<file path="config.mk">
export PLATFORM = sky130hd
export DESIGN_NAME = gray_monitor
export DESIGN_NICKNAME = d
export VERILOG_FILES = /design/src/rtl/gray_monitor.sv
export SDC_FILE = /design/constraint.sdc
export NUM_CORES = 1
export LEC_CHECK = 0
export ABC_CLOCK_PERIOD_IN_PS = 2170
export BUFFER_PORTS_ARGS = -buffer_cell sky130_fd_sc_hd__buf_2
export CAP_MARGIN = 5
export CELL_PAD_IN_SITES_DETAIL_PLACEMENT = 0
export CELL_PAD_IN_SITES_GLOBAL_PLACEMENT = 1
export CORE_ASPECT_RATIO = 0.6
export CORE_MARGIN = 8
export CORE_UTILIZATION = 34
export DETAILED_ROUTE_END_ITERATION = 12
export GPL_TIMING_DRIVEN = 0
export PLACE_DENSITY = 0.72
export SYNTH_ARGS = -nofsm -noshare
export SYNTH_HDL_FRONTEND = slang
export SYNTH_SLANG_ARGS = --single-unit
</file>
<file path="constraint.sdc">
create_clock -name clk -period 2.17 [get_ports clk]
set_input_delay 0.5425 -clock clk [delete_from_list [all_inputs] [get_ports clk]]
set_output_delay 0.5425 -clock clk [all_outputs]
set_load 0.02 [all_outputs]
</file>
<file path="src/rtl/gray_monitor.sv">
// gray_monitor: watches the output of an upstream Gray-code counter and
// checks that every sampled word is the legal successor of the previous one.
// gray_in is sampled one cycle after the counter's step strobe, so the
// counter output has settled. The word is decoded to binary and a
// one-cycle step_ok or err pulse is produced. A saturating error count and
// a sticky error flag are kept for the board LEDs.
module gray_monitor #(
    parameter int N = 5
) (
    input  logic         clk,
    input  logic         rst,
    input  logic         clk_en,
    input  logic [N-1:0] gray_in,
    output logic [N-1:0] bin_out,
    output logic         step_ok,
    output logic         err,
    output logic [7:0]   err_count,
    output logic         locked,
    output logic [3:0]   leds
);

    typedef enum logic [1:0] {
        ST_IDLE   = 2'd0,
        ST_TRACK  = 2'd1,
        ST_RESYNC = 2'd2
    } state_t;

    localparam logic [N-1:0] BIN_ONE = {{(N-1){1'b0}}, 1'b1};
    localparam logic [7:0]   CNT_MAX = 8'hFF;

    state_t       r_state;
    state_t       w_state_nxt;
    logic         r_smp_stb;
    logic [N-1:0] r_bin;
    logic         r_step_ok;
    logic         r_err;
    logic [7:0]   r_err_count;
    logic         r_err_flag;

    logic [N-1:0] w_gray_bin;
    logic [N-1:0] w_next_bin;
    logic [N-1:0] w_exp_gray;
    logic         w_match;
    logic         w_load;
    logic         w_step;
    logic         w_err;

    // Gray-to-binary decode: binary bit i is the XOR of all Gray bits from i upward.
    always_comb begin
        w_gray_bin = '0;
        for (int i = 0; i < N; i++) begin
            w_gray_bin[i] = ^(gray_in >> i);
        end
    end

    // Expected successor is the Gray encoding of reference+1; the binary add wraps naturally.
    assign w_next_bin = r_bin + BIN_ONE;
    assign w_exp_gray = w_next_bin ^ (w_next_bin >> 1);
    assign w_match    = (gray_in == w_exp_gray);

    // Next-state and per-sample decisions; nothing happens in cycles without a sample.
    always_comb begin
        // NOTE: every signal gets a default before the case so no path leaves it unassigned (no latch).
        w_state_nxt = r_state;
        w_load      = 1'b0;
        w_step      = 1'b0;
        w_err       = 1'b0;
        if (r_smp_stb) begin
            case (r_state)
                ST_IDLE, ST_RESYNC: begin
                    w_load      = 1'b1;
                    w_state_nxt = ST_TRACK;
                end
                ST_TRACK: begin
                    if (w_match) begin
                        w_load = 1'b1;
                        w_step = 1'b1;
                    end else begin
                        w_err       = 1'b1;
                        w_state_nxt = ST_RESYNC;
                    end
                end
                default: w_state_nxt = ST_IDLE;
            endcase
        end
    end

    // State register; reset wins over any pending sample.
    always_ff @(posedge clk) begin
        // NOTE: sequential state uses non-blocking assignments so all registers update from pre-edge values.
        if (rst) begin
            r_state <= ST_IDLE;
        end else begin
            r_state <= w_state_nxt;
        end
    end

    // Sample strobe, decoded reference, result pulses and error bookkeeping.
    always_ff @(posedge clk) begin
        if (rst) begin
            r_smp_stb   <= 1'b0;
            r_bin       <= '0;
            r_step_ok   <= 1'b0;
            r_err       <= 1'b0;
            r_err_count <= '0;
            r_err_flag  <= 1'b0;
        end else begin
            r_smp_stb <= clk_en;
            r_step_ok <= w_step;
            r_err     <= w_err;
            if (w_load) begin
                r_bin <= w_gray_bin;
            end
            if (w_err) begin
                r_err_flag <= 1'b1;
                if (r_err_count != CNT_MAX) begin
                    r_err_count <= r_err_count + 8'd1;
                end
            end
        end
    end

    assign bin_out   = r_bin;
    assign step_ok   = r_step_ok;
    assign err       = r_err;
    assign err_count = r_err_count;
    assign locked    = (r_state == ST_TRACK);
    assign leds      = {r_err_flag, locked, r_bin[1:0]};

endmodule

</file>
==> flow_summary.json <==
{
  "cp-start-kind": "flip-flop",
  "final_critical_path_setup_slack_ns": -0.167,
  "vdd.ir_drop.worst_mv": 0.354,
  "synth_top_area_share": 0.342,
  "hold_violations": 0,
  "pre_cts_slack_ns": -0.278,
  "layout_min_cycle_time_ns": 2.34,
  "initial_utilization": 0.349,
  "num_io_pins": 28,
  "synth.area.top_cells": "sky130_fd_sc_hd__dfxtp_1, sky130_fd_sc_hd__xnor2_1, sky130_fd_sc_hd__mux2_2",
  "totalNegativeSetupSlack_ns": -1.52,
  "detailed_placer_s_ending_hpwl_um": 2230,
  "synth_nets": 141,
  "routabilityCongestion": 0.804,
  "maxSlewViolCount": 0,
  "count_of_h_tree_levels_built_during_cts": 1,
  "dr_total_vias": 1072,
  "sequential_power_share": 0.463,
  "postSynthCellCount": 131,
  "result_of_the_run": "complete, but fails checks",
  "layout_area_growth_over_synthesis_pct": 36.9,
  "gr-usage-all-layers": 0.109,
  "power.switching_fraction": 0.296,
  "route.detailed.drc": 0,
  "worst_slew_pin_slew_ns": 0.525,
  "cts.hold.buffers_added": 0,
  "timing.fmax_mhz": 428,
  "layout.nets": 179,
  "power.switching_mw": 0.242,
  "cts.clk_slew.worst_paths_ns": 0.07,
  "worstHoldPathType": "reg2reg",
  "synth_seq_cells": 19,
  "avgSynthCellArea_um2": 8.48,
  "proportion_of_synthesized_chip_area_in_sequential_cells": 0.342,
  "violations": "negative setup slack",
  "tritoncts": "yes",
  "first_pass_iters": 4,
  "arrival_time_at_the_worst_endpoint_ns": 2.48,
  "maximum_number_of_pins_on_one_net_before_global_route_repair": 11,
  "grt_antenna_before_repair": 0,
  "antenna_cells": 0,
  "required_ns": 2.31,
  "slew-limit-headroom": 0.650,
  "cts-root-to-sink-buffers": 2,
  "hold_ws_ns": 0.455,
  "drt_iter0_markers": 63,
  "grt_first_pass_wirelength_um": 4750,
  "clock-skew-final_ns": 0.00167,
  "fin_crit_sh": 1.08,
  "wirelength_um": 3020,
  "drt-wirelength-per-cell_um": 14.2,
  "power.share.combinational": 0.235,
  "synth-async-reset-ratio": 0,
  "grt_pass1_vias": 970,
  "netlist_area_um2": 1110,
  "worst-path-max-fanout": 7,
  "ys.flop_type": "sky130_fd_sc_hd__dfxtp_1",
  "power_mw": 0.817,
  "floorplan.die.width_um": 89.8,
  "floorplan.core_area_um2": 3180,
  "cts-root-buf": "sky130_fd_sc_hd__clkbuf_8",
  "row_count": 16,
  "post_route_cells_drive_above_1_share": 0.417,
  "antenna_left": 0,
  "fp.dieH_um": 60.3,
  "power.internal_mw": 0.575,
  "clock_sink_count": 19,
  "power_density_nw_per_um2": 537,
  "setup_viol": 17,
  "detail_route.vias_per_cell": 5.03,
  "clockPowerShare": 0.302,
  "synthesis.yosys.warnings": 0,
  "numCtsBuffers": 3,
  "fp.dieArea_um2": 5410,
  "grt_setup_unrepaired": "true",
  "critical_path_class": "reg2reg",
  "final_cell_count_no_fill": 213,
  "yosysUniqueCellTypes": 37,
  "synth_enable_flop_cells": 0,
  "grt-ovfl-total": 0,
  "dp_cells": 203,
  "max_cap_viol_count": 0,
  "clock_latency_ns": 0.25,
  "power.static_leakage_nw": 0.628,
  "buffer_ports.inserted": 27,
  "yosys_top_cell_by_area": "sky130_fd_sc_hd__dfxtp_1",
  "critical_path.endpoint_type": "flip-flop"
}
==> registers in the layout, indices dropped and copies added (netlist names) <==
signal      flops
r_smp_stb       1
bin_out         5
step_ok         1
err_count       8
r_state         2
err             1
r_err_flag      1
==> power by group through the flow <==
stage | Sequential [mW] | Combinational, mW | Clock, mW
floorplan | 0.391 | 0.113 | 0
global placement | 0.385 | 0.164 | 0
detailed placement | 0.386 | 0.167 | 0
CTS | 0.378 | 0.175 | 0.250
global route | 0.380 | 0.208 | 0.271
finish | 0.378 | 0.192 | 0.247
==> critical path: stages (launching register included) <==
cell                      delay, ns
sky130_fd_sc_hd__dfxtp_4       0.37
sky130_fd_sc_hd__ha_4          0.18
sky130_fd_sc_hd__xnor2_2       0.13
sky130_fd_sc_hd__or4b_4        0.50
sky130_fd_sc_hd__a32o_2        0.32
sky130_fd_sc_hd__o22ai_4       0.21
sky130_fd_sc_hd__buf_6         0.17
sky130_fd_sc_hd__nor3_2        0.05
sky130_fd_sc_hd__mux2_2        0.29
==> synth_stat cells (all sizes together), types with 2 or more instances <==
cell    count
a21oi      11
a32o        2
and3        3
buf         5
clkbuf      2
dfxtp      19
ha          2
inv         7
mux2        5
nand2       5
nand3       8
nand4       2
nand4b      2
nor2       11
nor2b       7
nor3        7
o21ai       3
o221a       2
or3         3
xnor2       8
xor2        3
==> metrics by stage <==
stage	cell area (um2)	util
final	1520	0.478
after global routing	1520	0.478
after CTS	1450	0.454
after detailed placement	1370	0.431
after global placement	1370	0.431
after floorplan	1180	-
==> logic make-up (layout without fill, tap and decap cells) <==
| logic type | after synthesis | count (layout) | synth area share |
|---|---|---|---|
| and+or+nand+nor | 55 | 55 | 0.275 |
| AOI/OAI and AO/OA | 24 | 24 | 0.150 |
| DFF | 19 | 19 | 0.342 |
| buffers and inverters | 14 | 51 | 0.0642 |
| xor gates and xnor gates | 11 | 11 | 0.0867 |
| muxes | 6 | 6 | 0.0597 |
| adders and majority gates | 2 | 2 | 0.0225 |
==> layout by cell type, fill, tap and decap left out, types with 4 or more instances in the layout <==
cell                      count
sky130_fd_sc_hd__nor2b_1      7
sky130_fd_sc_hd__buf_4        8
sky130_fd_sc_hd__xnor2_1      7
sky130_fd_sc_hd__nor2_1      10
sky130_fd_sc_hd__buf_2       27
sky130_fd_sc_hd__a21oi_1     10
sky130_fd_sc_hd__mux2_2       5
sky130_fd_sc_hd__nand2_1      5
sky130_fd_sc_hd__nor3_1       4
sky130_fd_sc_hd__nand3_1      8
sky130_fd_sc_hd__inv_1        7
sky130_fd_sc_hd__dfxtp_1     16
==> final cells by class <==
cell class	count	area, um2
buffer	7	48.8
clock buffer	4	45.0
fill	293	1660
inverter	7	26.3
multi-input combinational	98	768
sequential	19	389
tap	45	56.3
timing repair buffer	33	188
==> layer usage <==
layer,global-route usage,routed length [um]
met5,0,0
met4,0.0334,20
met3,0.0363,119
met2,0.164,1360
met1,0.144,1520
==> final timing paths <==
kind	from	to	slack, ns	cells past startpoint
worst min-delay path	r_err_flag$_SDFFE_PP0P_	r_err_flag$_SDFFE_PP0P_	0.46	2
worst max-delay path	bin_out[1]$_SDFFE_PP0P_	err_count[4]$_SDFFE_PP0P_	-0.17	8
worst min register to register	r_err_flag$_SDFFE_PP0P_	r_err_flag$_SDFFE_PP0P_	0.46	2
worst max register to register	bin_out[1]$_SDFFE_PP0P_	err_count[4]$_SDFFE_PP0P_	-0.17	8
==> repair_timing <==
action                     in CTS  in global routing
buffers inserted                2                  3
gates cloned                    1                  0
pin swaps                       0                  4
setup endpoints to repair      11                 18
gates resized for setup         2                 13
(Power assumes the default switching activity.)
